## config.mk

```make
export PLATFORM = sky130hd
export DESIGN_NAME = jt900h_div_flat
export DESIGN_NICKNAME = d
export VERILOG_FILES = /design/src/rtl/jt900h_pkg.sv /design/src/rtl/jt900h_div_if.sv /design/src/rtl/jt900h_div_step.sv /design/src/rtl/jt900h_div.sv /design/src/flat_wrapper.sv
export SDC_FILE = /design/constraint.sdc
export NUM_CORES = 1
export LEC_CHECK = 0
export ABC_CLOCK_PERIOD_IN_PS = 5200
export CAP_MARGIN = 5
export CORE_MARGIN = 10
export CORE_UTILIZATION = 50
export CTS_CLUSTER_DIAMETER = 200
export DETAILED_ROUTE_END_ITERATION = 6
export GPL_ROUTABILITY_DRIVEN = 0
export GPL_TIMING_DRIVEN = 1
export HOLD_SLACK_MARGIN = 0.05
export PLACE_DENSITY = 0.71
export SLEW_MARGIN = 10
export SYNTH_ARGS = -nofsm -noshare
export SYNTH_HDL_FRONTEND = slang
export SYNTH_SLANG_ARGS = --single-unit
```

## constraint.sdc

```tcl
create_clock -name clk -period 5.2 [get_ports clk]
set_input_delay 1.04 -clock clk [delete_from_list [all_inputs] [get_ports clk]]
set_output_delay 1.04 -clock clk [all_outputs]
set_load 0.02 [all_outputs]
```

## src/rtl/jt900h_pkg.sv

```systemverilog
// jt900h_pkg: state encodings and format widths shared by the DIV/DIVS divider.
package jt900h_pkg;
    typedef enum logic [1:0] {ST_IDLE, ST_PREP, ST_DIV, ST_FIX} div_st_t;
    localparam int DIV_BYTE_N = 8;
    localparam int DIV_WORD_N = 16;
endpackage

```

## src/rtl/jt900h_div_if.sv

```systemverilog
// jt900h_div_if: start/operand request and busy/done/result response of the divider.
interface jt900h_div_if;
    logic        start;
    logic        sgn;
    logic        ws;
    logic [31:0] op0;
    logic [15:0] op1;
    logic        busy;
    logic        done;
    logic [31:0] rslt;
    logic        v;
    modport master (output start, sgn, ws, op0, op1, input busy, done, rslt, v);
    modport slave  (input start, sgn, ws, op0, op1, output busy, done, rslt, v);
endinterface

```

## src/rtl/jt900h_div_step.sv

```systemverilog
// jt900h_div_step: one combinational restoring-division step for byte or word format.
module jt900h_div_step (
    input  logic [16:0] i_rem,
    input  logic [15:0] i_dvs,
    input  logic        i_bit,
    input  logic        i_ws,
    output logic [16:0] o_rem,
    output logic        o_q
);
    logic [17:0] w_sh, w_dv;
    assign w_sh  = i_ws ? {i_rem, i_bit} : {9'h0, i_rem[7:0], i_bit};
    assign w_dv  = i_ws ? {2'b0, i_dvs} : {10'h0, i_dvs[7:0]};
    assign o_q   = w_sh >= w_dv;
    assign o_rem = o_q ? 17'(w_sh - w_dv) : 17'(w_sh);
endmodule

```

## src/rtl/jt900h_div.sv

```systemverilog
// jt900h_div: multi-cycle DIV/DIVS divider (16/8 byte and 32/16 word formats).
module jt900h_div
    import jt900h_pkg::*;
(
    input  logic         clk,
    input  logic         rst,
    input  logic         cen,
    jt900h_div_if.slave  bus
);
    div_st_t     r_st, w_st_nx;
    logic        r_sgn, r_ws, r_qs, r_rs, r_ovf, r_done, r_v;
    logic [31:0] r_op0, r_rslt;
    logic [15:0] r_op1, r_lo, r_dvs;
    logic [16:0] r_rem;
    logic [3:0]  r_cnt;
    logic        w_dnd_neg, w_dvs_neg, w_pre_ovf, w_qb, w_rng, w_ovf;
    logic [31:0] w_dnd_mag;
    logic [15:0] w_dvs_mag, w_hi, w_q, w_r, w_qf, w_rf;
    logic [16:0] w_rem_nx;
    assign w_dnd_neg = r_sgn & (r_ws ? r_op0[31] : r_op0[15]);
    assign w_dvs_neg = r_sgn & (r_ws ? r_op1[15] : r_op1[7]);
    assign w_dnd_mag = r_ws ? (w_dnd_neg ? -r_op0 : r_op0)
                            : {16'h0, w_dnd_neg ? -r_op0[15:0] : r_op0[15:0]};
    assign w_dvs_mag = r_ws ? (w_dvs_neg ? -r_op1 : r_op1)
                            : {8'h0, w_dvs_neg ? -r_op1[7:0] : r_op1[7:0]};
    assign w_hi      = r_ws ? w_dnd_mag[31:16] : {8'h0, w_dnd_mag[15:8]};
    // a zero divisor always trips this too, since w_hi >= 0
    assign w_pre_ovf = w_hi >= w_dvs_mag;
    jt900h_div_step u_step (
        .i_rem (r_rem),
        .i_dvs (r_dvs),
        .i_bit (r_ws ? r_lo[15] : r_lo[7]),
        .i_ws  (r_ws),
        .o_rem (w_rem_nx),
        .o_q   (w_qb)
    );
    assign w_q   = r_ws ? r_lo : {8'h0, r_lo[7:0]};
    assign w_r   = r_rem[15:0];
    assign w_qf  = r_qs ? -w_q : w_q;
    assign w_rf  = r_rs ? -w_r : w_r;
    assign w_rng = r_sgn & (r_ws ? (r_qs ? w_q > 16'h8000 : w_q > 16'h7fff)
                                 : (r_qs ? w_q > 16'h0080 : w_q > 16'h007f));
    assign w_ovf = r_ovf | w_rng;
    always_comb begin
        w_st_nx = r_st;
        case (r_st)
            ST_IDLE: w_st_nx = bus.start ? ST_PREP : ST_IDLE;
            ST_PREP: w_st_nx = w_pre_ovf ? ST_FIX : ST_DIV;
            ST_DIV:  w_st_nx = (r_cnt == 4'd0) ? ST_FIX : ST_DIV;
            default: w_st_nx = ST_IDLE;
        endcase
    end
    always_ff @(posedge clk or negedge rst) begin
        if (!rst)
            r_st <= ST_IDLE;
        else if (cen)
            r_st <= w_st_nx;
    end
    always_ff @(posedge clk or negedge rst) begin
        if (!rst) begin
            r_sgn  <= 1'b0;
            r_ws   <= 1'b0;
            r_op0  <= '0;
            r_op1  <= '0;
            r_rem  <= '0;
            r_lo   <= '0;
            r_dvs  <= '0;
            r_qs   <= 1'b0;
            r_rs   <= 1'b0;
            r_ovf  <= 1'b0;
            r_cnt  <= '0;
            r_done <= 1'b0;
            r_v    <= 1'b0;
            r_rslt <= '0;
        end else if (cen) begin
            r_done <= r_st == ST_FIX;
            case (r_st)
                ST_IDLE: if (bus.start) begin
                    r_sgn <= bus.sgn;
                    r_ws  <= bus.ws;
                    r_op0 <= bus.op0;
                    r_op1 <= bus.op1;
                end
                ST_PREP: begin
                    r_rem <= {1'b0, w_hi};
                    r_lo  <= r_ws ? w_dnd_mag[15:0] : {8'h0, w_dnd_mag[7:0]};
                    r_dvs <= w_dvs_mag;
                    r_qs  <= w_dnd_neg ^ w_dvs_neg;
                    r_rs  <= w_dnd_neg;
                    r_ovf <= w_pre_ovf;
                    r_cnt <= r_ws ? 4'(DIV_WORD_N - 1) : 4'(DIV_BYTE_N - 1);
                end
                ST_DIV: begin
                    r_rem <= w_rem_nx;
                    r_lo  <= {r_lo[14:0], w_qb};
                    r_cnt <= r_cnt - 4'd1;
                end
                ST_FIX: begin
                    r_v    <= w_ovf;
                    r_rslt <= w_ovf ? (r_ws ? r_op0 : {16'h0, r_op0[15:0]})
                                    : (r_ws ? {w_rf, w_qf} : {16'h0, w_rf[7:0], w_qf[7:0]});
                end
                default: ;
            endcase
        end
    end
    assign bus.busy = r_st != ST_IDLE;
    assign bus.done = r_done;
    assign bus.rslt = r_rslt;
    assign bus.v    = r_v;
endmodule

```

## src/flat_wrapper.sv

```systemverilog
// flat-port wrapper written by rule: the top's interface ports become plain ports
module jt900h_div_flat import jt900h_pkg::*;
  (clk, rst, cen, bus_start, bus_sgn, bus_ws, bus_op0, bus_op1, bus_busy, bus_done, bus_rslt, bus_v);
  jt900h_div_if bus_i ();
  input  logic clk;
  input  logic rst;
  input  logic cen;
  input wire logic [$bits(bus_i.start)-1:0] bus_start;
  input wire logic [$bits(bus_i.sgn)-1:0] bus_sgn;
  input wire logic [$bits(bus_i.ws)-1:0] bus_ws;
  input wire logic [$bits(bus_i.op0)-1:0] bus_op0;
  input wire logic [$bits(bus_i.op1)-1:0] bus_op1;
  output wire logic [$bits(bus_i.busy)-1:0] bus_busy;
  output wire logic [$bits(bus_i.done)-1:0] bus_done;
  output wire logic [$bits(bus_i.rslt)-1:0] bus_rslt;
  output wire logic [$bits(bus_i.v)-1:0] bus_v;
  assign bus_i.start = bus_start;
  assign bus_i.sgn = bus_sgn;
  assign bus_i.ws = bus_ws;
  assign bus_i.op0 = bus_op0;
  assign bus_i.op1 = bus_op1;
  assign bus_busy = bus_i.busy;
  assign bus_done = bus_i.done;
  assign bus_rslt = bus_i.rslt;
  assign bus_v = bus_i.v;
  jt900h_div u_core (.clk(clk), .rst(rst), .cen(cen), .bus(bus_i));
endmodule
```

==> results by group <==
Clock tree
  – Later-pin clock latency in the skew report: 0.43 ns
  – CTS Buf Count: 17
  – Root Driver: clkbuf_16
  – Clock H-tree levels: 4
  – Clock Sink Count: 142
  – Setup Fix Bufs, Post-CTS: 0
  – CTS Hold Bufs: 0
  – CTS max path bufs: 2
  – Post-CTS sizing: 0
  – TritonCTS clock tree: built
  – Clk slew on worst S/H paths: 0.06 ns

GRT
  – Pin count of the biggest net entering global routing: 112
  – Vias in the first global route: 7762
  – Initial antenna violation count: 0
  – Wire length of the first global-routing pass: 43.2 mm
  – GRT Total Usage: 0.222
  – GRT overflow: 0

Critical path
  – Crit end category: register
  – Worst r2r dst: u_core.r_st[0]$_DFFE_PN0P_
  – R2R Path Start: u_core.r_op0[17]$_DFFE_PN0P_
  – Worst Reg2Reg Path Length in Cells: 12
  – Worst setup path start: u_core.r_op0[17]$_DFFE_PN0P_
  – Worst path depth: 12
  – CP required: 5.55 ns
  – R2R Setup Slk: 1.48 ns
  – Worst-path maximum fanout: 8
  – Crit path to: u_core.r_st[0]$_DFFE_PN0P_
  – WS Path Type: register to register
  – Worst path arrival time: 4.07 ns
  – Critical path's top delay family: simple AND/OR/NAND/NOR gates
  – Startpoint Class: register
  – Crit-path max cell delay: 0.48 ns
  – CP Cell Sequence: or3_1 > nor3_1 > nand3b_2 > o311a_1 > xnor2_1 > a21oi_1 > ha_1 > nand4_1 > or3_1 > a311oi_1 > o21ai_0 > a21oi_1
  – CP max-delay cell: or3_1
  – Worst path bufs/invs: 0

Pwr
  – PwrDens: 776 mW/mm2
  – Max VDD drop: 0.368 mV
  – Leak pwr: 4.71 nW
  – Tot Pwr: 0.00855 W

STA
  – Hold Slack: 0.478 ns
  – Max-slew violations: 0
  – Final Cycle Share: 0.716
  – Final Hold Fails: 0
  – Worst-Margin Slew: 1.03 ns
  – Final setup vio count: 0
  – Min Tclk post-route: 3.72 ns
  – Max Clock Freq: 269 MHz
  – Slew margin rel.: 0.314
  – Final Skew: 0.00668 ns
  – RSZ-0062 raised after global routing: no
  – Setup TNS: 0 ns

Floorplan
  – Initial Util: 0.513
  – Num ports: 89
  – Die Ht: 156 um
  – Row count: 49
  – Full die area: 0.0245 mm2
  – Die width: 156 um
  – Core area: 0.0181 mm2

Routing
  – Remaining DRCs: 0
  – Vias: 8280
  – Post-route ant nets: 0
  – First-pass iteration count of the detailed router: 6
  – Initial drt markers: 1055
  – Post-Route WL: 27.2 mm
  – Wire per inst: 20.0 um
  – Routed vias/inst: 6.09

Placed design
  – Port bufs: 88
  – Post-DP HPWL: 20.0 mm

Logic synthesis
  – Synth Net Count: 1152
  – Ys Warns: 0
  – Sequential share of the synthesized area: 0.382
  – Syn avg cell area: 8.82 um2
  – Prevailing post-synth register cell: dfrtp_1
  – Post-synth EDFFs: 0
  – Synth cell types: 65
  – Syn Inst Count: 1056
  – Yosys reg bits: 142
  – Post-Syn Area: 0.00931 mm2
  – Post-synthesis async set-or-reset flop share: 1.00

Run
  – MaxCap Viol Count: 0

Final layout
  – Most common cell after layout, fill and taps aside: nand2_1
  – Layout cells sized above 1: 0.100
  – Area Overhead vs Synth: 18.4%
  – Fin util: 0.608
  – Number of diodes: 0
  – Final net count: 1213
  – FILL cells: 1528
  – Commonest non-fill, non-tap cells in the layout: nand2_1 (164), dfrtp_1 (141), o21ai_0 (101)

Hold path
  – WHS Path Cells: 2
  – Hold WC Path Type: register to register

Outcome
  – Outcome: completed
cells by family after synthesis:
family                   share of synthesized area
multiplexers                                0.0953
adder cells (fa/ha/maj)                     0.0572
buffers and inverters                       0.0375
flip-flops                                   0.382
AO/OA/AOI/OAI                                0.187
AND/OR/NAND/NOR                              0.171
XOR/XNOR                                    0.0705
where the power goes:
group	internal [W]	leakage, nW	switching [W]	total (W)
clock	0.000881	0.318	0.000499	0.00138
sequential	0.00158	1.77	0.000746	0.00233
combinational	0.00200	2.62	0.00284	0.00484
total	0.00447	4.71	0.00409	0.00855
layer usage:
metal | vias up | wire [um] | track usage | share of wire
li1 | 3883 | - | - | -
met1 | 3898 | 12500 | 0.325 | 0.46
met2 | 444 | 10900 | 0.302 | 0.40
met3 | 55 | 3180 | 0.0721 | 0.12
met4 | 0 | 534 | 0.0643 | 0.020
met5 | - | 0 | 0 | 0
Yosys cell counts, types with 24 or more instances:
cell type / instances / area, um2
xor2_1: 45 / 394
mux2i_1: 29 / 290
ha_1: 41 / 513
o21ai_0: 101 / 505
inv_1: 33 / 124
clkbuf_1: 45 / 169
mux2_2: 53 / 597
xnor2_1: 30 / 263
nand3_1: 26 / 130
nor2_1: 64 / 240
o21ai_1: 24 / 120
a21oi_1: 45 / 225
nand2_1: 164 / 616
dfrtp_1: 142 / 3550
worst register-to-register path: cells and delay by family (launching register included):
family / cells / cell delay (ns)
AO/OA/AOI/OAI: 5 / 1.12
XOR/XNOR: 1 / 0.13
adder cells (fa/ha/maj): 1 / 0.33
flip-flops: 1 / 0.46
AND/OR/NAND/NOR: 5 / 1.59
metrics by stage:
step	worst slack [ns]	cell area [um2]	std cells
after global routing	1.20	11000	1359
after floorplan	1.56	9310	1056
after CTS	1.57	11000	1359
after global placement	1.71	10400	1327
after detailed placement	1.60	10400	1327
final	1.48	11000	1359
area by class of cell:
class                           count  area, um2  area share
Inverter                           33        124      0.0112
Sequential cell                   142       3550       0.322
Clock buffer                       20        457      0.0414
Timing Repair Buffer              100        972      0.0882
Clock inverter                     12        205      0.0186
Tap cell                          229        287      0.0260
Multi-Input combinational cell    823       5430       0.492
worst min path at each step:
stage | from | to | slack [ns]
finish | u_core.r_dvs[10]$_DFFE_PN0P_ | u_core.r_dvs[10]$_DFFE_PN0P_ | 0.48
global route | u_core.r_dvs[11]$_DFFE_PN0P_ | u_core.r_dvs[11]$_DFFE_PN0P_ | 0.50
CTS | u_core.bus.rslt[24]$_DFFE_PN0P_ | u_core.bus.rslt[24]$_DFFE_PN0P_ | 0.48
detailed placement | u_core.bus.rslt[24]$_DFFE_PN0P_ | u_core.bus.rslt[24]$_DFFE_PN0P_ | 0.47
global placement | u_core.r_dvs[6]$_DFFE_PN0P_ | u_core.r_dvs[6]$_DFFE_PN0P_ | 0.46
floorplan | u_core.r_rem[16]$_DFFE_PN0P_ | u_core.r_rem[16]$_DFFE_PN0P_ | 0.44
sequential cells by signal, indices dropped and copies added, names as in the netlist, 2 cells and up:
signal / cells
u_core.bus.rslt: 32
u_core.r_op0: 32
u_core.r_dvs: 16
u_core.r_st: 2
u_core.r_op1: 16
u_core.r_lo: 16
u_core.r_cnt: 4
u_core.r_rem: 17
No activity file was read; power rests on OpenSTA's default activity.
==> patch 1: new RTL, config.mk and constraints unchanged <==
Re-encode `div_st_t` (4 values) as one-hot, 4 bits wide.
--- a/src/rtl/jt900h_pkg.sv
+++ b/src/rtl/jt900h_pkg.sv
@@ -2,3 +2,3 @@
 package jt900h_pkg;
-    typedef enum logic [1:0] {ST_IDLE, ST_PREP, ST_DIV, ST_FIX} div_st_t;
+    typedef enum logic [3:0] {ST_IDLE = 4'b0001, ST_PREP = 4'b0010, ST_DIV = 4'b0100, ST_FIX = 4'b1000} div_st_t;
     localparam int DIV_BYTE_N = 8;
Function: no difference found for any inputs over 4 cycles, from zero or initial values and one cycle with rst low; so few cycles prove little.
==> patch 1 against the original RTL <==
  * Wire length is 3.6% higher
  * Setup slack worse by 940 ps
  * Synthesized area is 1.7% higher
  * Hold slack worse by 0.88 ps
  * Sequential cell count is 2 higher
  * Final area is 1.1% higher
  * Critical path depth is 2 higher
  * Critical endpoint is now u_core.r_ovf
  * Cell count is 0.59% lower
  * Power is 2.6% lower
  * Core utilization is 0.96 points lower
==> patch 1: results (changes against the original RTL) <==
Logic synthesis
  • Compound-Gate Fraction of Synth Area: 19.5% (was 18.7%)
  • Sequential fraction of the synthesis area: 38.1% (was 38.2%)
  • Mux cell area share after synthesis: 9.31% (was 9.53%)
  • Top cells by count, synth: dfrtp_1, nand2_1, o21ai_0, nor2_1, mux2_2 (was nand2_1, dfrtp_1, o21ai_0, nor2_1, mux2_2)
  • Xor/xnor cell area share of the yosys netlist: 7.21% (was 7.05%)
  • Top post-synthesis cells by area: dfrtp_1, mux2_2, ha_1 (was dfrtp_1, nand2_1, mux2_2)
  • Adder-cell area share of the yosys netlist: 5.10% (was 5.72%)
  • Syn nets: 1140 (was 1152)
  • Dominant synthesized flop cell: dfrtp_1 (unchanged)

Power and ir drop
  • Pleak: 0.00468 uW (was 0.00471 uW)
  • Max VDD drop: 0.345 mV (was 0.368 mV)

Layout
  • Layout cells sized above 1: 10.8% (was 10.0%)
  • Fin nets: 1196 (was 1213)
  • Filler cell count: 1573 (was 1528)

Run status
  • Status: finished, final reports clean (unchanged)

Worst setup path
  • R2R depth: 14 (was 12)
  • Arrival @ worst endpoint: 4980 ps (was 4070 ps)
  • Crit path max fanout: 6 (was 8)
  • Crit path largest cell delay: 750 ps (was 480 ps)
  • Slowest cell on the critical path: nor4b_1 (was or3_1)

STA
  • Slew HR: 23.0% (was 31.4%)
  • Clock skew: 11.2 ps (was 6.68 ps)
  • Final Setup Violations: 0 (unchanged)

Global routing
  • All-layer global routing usage: 22.4% (was 22.2%)
  • Largest net degree at the start of global routing: 80 (was 112)
  • Number of global-route vias before repair: 8016 (was 7762)
  • First-pass GRT wire length: 44100 um (was 43200 um)
  • Initial antenna violation count: 1 (was 0)

Placement
  • Final HPWL DP: 20700 um (was 20000 um)
  • Placed inst area: 0.0105 sq mm (was 0.0104 sq mm)

Min path
  • Worst hold path type: reg -> reg (unchanged)

Clocking
  • Post-CTS Setup Bufs: 0 (unchanged)

Drt
  • Number of DRC markers in iteration 0: 1245 (was 1055)
  • Via count: 8455 (was 8280)
  • First-pass DRT Iterations: 5 (was 6)
  • WL per Instance: 20.8 um (was 20.0 um)
## patch 1: cell count changes after synthesis, sizes merged, moves of 7 or more
cell	unedited run	this run
nand4	6	21
nor2	64	80
o311ai	3	11
o21ai	125	82
nand3	26	16
nand2	164	112
clkbuf	45	52
a22oi	5	16
o31ai	16	24
## patch 1: stage by stage
| step | util [%] | worst slack, ps | power [uW] | instances |
|---|---|---|---|---|
| final | 59.8 | 535 | 8330 | 1351 |
| after global routing | 59.8 | 240 | 8880 | 1351 |
| after CTS | 59.8 | 684 | 8220 | 1351 |
| after detailed placement | 56.4 | 709 | 6870 | 1319 |
| after global placement | 56.4 | 805 | 6790 | 1319 |
| after floorplan | - | 891 | 5410 | 1048 |
## patch 1: cell type report
type                            count  area [sq um]  share of cell area [%]
Multi-Input combinational cell    809          5500                    49.4
Clock inverter                     14           191                    1.72
Tap cell                          234           293                    2.63
Sequential cell                   144          3610                    32.3
Clock buffer                       18           439                    3.94
Inverter                           29           109                   0.976
Timing Repair Buffer              103          1010                    9.03
## patch 1: worst reg2reg max path: stages (launching register included)
cell and delay (ps):
dfrtp_1 430, nor3_1 640, nand4_1 420, nor4b_1 750, nor2_1 130, xnor2_1 170, and2_1 160, ha_1 170
a21o_1 150, a21o_1 170, a2111oi_0 430, o21bai_1 150, a221oi_1 510, nand2_1 140, o21a_1 130
## patch 1: power by group
part           internal (uW)  switching [uW]
Combinational           2030            2710
Sequential              1570             702
Clock                    786             537
Total                   4390            3950
## patch 1: logic make-up (layout without fill, tap and decap cells)
logic type / count (synthesis) / after routing
flops: 144 / 144
fa+ha+maj: 38 / 38
xor+xnor: 78 / 78
simple gates: 332 / 332
buf+inv: 95 / 164
mux: 81 / 81
compound gates: 280 / 280
## patch 1: worst paths after layout
kind	from	to	slack, ps
setup / recovery	u_core.r_op0[3]	u_core.r_ovf	530
hold / removal	u_core.bus.rslt[7]	u_core.bus.rslt[7]	480
setup reg to reg	u_core.r_op0[3]	u_core.r_ovf	530
hold reg to reg	u_core.bus.rslt[7]	u_core.bus.rslt[7]	480
max in group asynchronous	rst	u_core.r_ws	3550
min in group asynchronous	rst	u_core.r_op1[10]	640
## patch 1: per-layer routing
metal	vias to the layer above	track usage, %	part of all wire (%)
li1	3944	-	-
met1	4058	31.4	44
met2	410	32.1	43
met3	41	7.87	11
met4	2	5.70	1.6
met5	-	0	0.046
==> patch 2: new RTL, same flow settings <==
Made on the original files. Change the package constant `DIV_WORD_N` from 16 to 12.
--- a/src/rtl/jt900h_pkg.sv
+++ b/src/rtl/jt900h_pkg.sv
@@ -4,3 +4,3 @@
     localparam int DIV_BYTE_N = 8;
-    localparam int DIV_WORD_N = 16;
+    localparam int DIV_WORD_N = 12;
 endpackage
Behaviour: same outputs for any inputs over 4 cycles, from zero or initial values and one cycle with rst low; that may be too few to reach the edited logic, so the function may still have changed.
==> patch 2 against the original RTL <==
  * Final area decreased by 0.84%
  * Power is 0.39% lower
  * Critical path depth unchanged
  * Die area is 0.49% higher
  * Setup slack got worse by 200 ps
  * Sequential cell count stayed put
  * Synthesized area up 0.56%
  * Clock skew is 3.8 ps higher
  * Wire length up 0.54%
  * Largest power group unchanged
==> patch 2: results (changes against the original RTL) <==
Global routing
  • GR Layer Usage met3: 5.70% (was 7.21%)
  • All-layer global routing usage: 22.3% (was 22.2%)
  • Number of global-route vias before repair: 7910 (was 7762)
  • First-pass GRT wire length: 43800 um (was 43200 um)
  • M2 GR Usage: 31.4% (was 30.2%)
  • Grt met1 use: 32.7% (was 32.5%)

Layout
  • Fin nets: 1215 (was 1213)
  • Filler cell count: 1619 (was 1528)

Logic synthesis
  • Top cells by count, synth: dfrtp_1, nand2_1, nor2_1, a21oi_1, o21ai_0 (was nand2_1, dfrtp_1, o21ai_0, nor2_1, mux2_2)
  • Sequential fraction of the synthesis area: 37.9% (was 38.2%)
  • Netlist cell types: 64 (was 65)
  • Top post-synthesis cells by area: dfrtp_1, mux2_2, ha_1 (was dfrtp_1, nand2_1, mux2_2)

Worst setup path
  • Origin of the critical flop-to-flop path: u_core.r_ws (was u_core.r_op0[17])
  • End of the worst register-to-register path: u_core.r_rem[0] (was u_core.r_st[0])
  • CP delay by family, top: compound AO/OA/AOI/OAI gates (was simple AND/OR/NAND/NOR gates)
  • Crit path max fanout: 67 (was 8)
  • Arrival @ worst endpoint: 4230 ps (was 4070 ps)
  • Slowest cell on the critical path: buf_4 (was or3_1)

Drt
  • Routed WL: 27300 um (was 27200 um)
  • Via count: 8351 (was 8280)

Run status
  • Status: finished, final reports clean (unchanged)

STA
  • Clock skew: 10.5 ps (was 6.68 ps)
  • WHS: 479 ps (was 478 ps)

Placement
  • Final HPWL DP: 20200 um (was 20000 um)
  • Pre-CTS WS: 1350 ps (was 1600 ps)

Power and ir drop
  • Max VDD drop: 0.345 mV (was 0.368 mV)
  • Pleak: 0.00458 uW (was 0.00471 uW)

Min path
  • End of the worst hold path: u_core.bus.rslt[0] (was u_core.r_dvs[10])
## patch 2: cell count changes in the layout (fill, tap and decap cells not counted), sizes merged, moves of 8 or more
cell | unedited run | this run
o21ai | 125 | 89
nand2 | 164 | 133
a21oi | 45 | 74
mux2i | 29 | 14
o311ai | 3 | 18
nor2 | 64 | 76
nand4 | 6 | 17
a31oi | 16 | 8
and2 | 10 | 18
## patch 2: layout make-up
type / instances / area [sq um] / share of cell area, %
Clock buffer: 19 / 443 / 4.05
Clock inverter: 13 / 113 / 1.03
Inverter: 32 / 120 / 1.10
Multi-Input combinational cell: 824 / 5440 / 49.8
Sequential cell: 142 / 3550 / 32.5
Tap cell: 229 / 287 / 2.62
Timing Repair Buffer: 100 / 972 / 8.89
## patch 2: stage by stage
step	util [%]	instance area [sq um]	std cells	power, uW
detailed placement	57.0	10400	1327	7220
global placement	57.0	10400	1327	7150
floorplan	-	9370	1063	5740
CTS	60.0	10900	1359	8440
finish	60.0	10900	1359	8520
global route	60.0	10900	1359	9210
## patch 2: power by group
part / internal (uW) / total (uW) / switching, uW / leakage (uW)
Combinational: 2070 / 4970 / 2900 / 0.00254
Clock: 671 / 1170 / 501 / 0.000270
Sequential: 1610 / 2370 / 767 / 0.00177
Total: 4350 / 8520 / 4170 / 0.00458
## patch 2: cell families after synthesis
group | synth area share (%)
buffers and inverters | 3.98
and+or+nand+nor | 17.2
adders and majority gates | 5.96
DFF | 37.9
xor gates and xnor gates | 7.20
AOI/OAI and AO/OA | 20.0
muxes | 7.75
## patch 2: per-layer routing
layer / vias to the layer above / part of all wire [%]
met3: 35 / 9.9
met1: 3966 / 47
met4: 0 / 1.7
li1: 3925 / -
met2: 425 / 42
met5: - / 0
## patch 2: worst max-delay path by stage
stage	startpoint	endpoint	slack, ps	cells after the start
after floorplan	u_core.r_op0[11]	u_core.r_ovf	1670	15
after global placement	u_core.r_op0[11]	u_core.r_st[0]	1460	14
after detailed placement	u_core.r_op0[11]	u_core.r_st[0]	1350	14
after CTS	u_core.r_op0[11]	u_core.r_st[0]	1330	14
after global routing	u_core.r_op0[15]	u_core.r_ovf	970	13
final	u_core.r_ws	u_core.r_rem[0]	1280	12
## patch 2: worst reg2reg max path, stage by stage (launching register included)
cell and delay [ps]:
dfrtp_2 500, buf_4 610, mux2i_1 380, ha_1 240, fa_1 240, nor2b_1 70, o21bai_1 290, a21oi_1 130
o21ai_0 190, buf_4 220, and2_1 460, mux2i_1 150, a221o_1 330
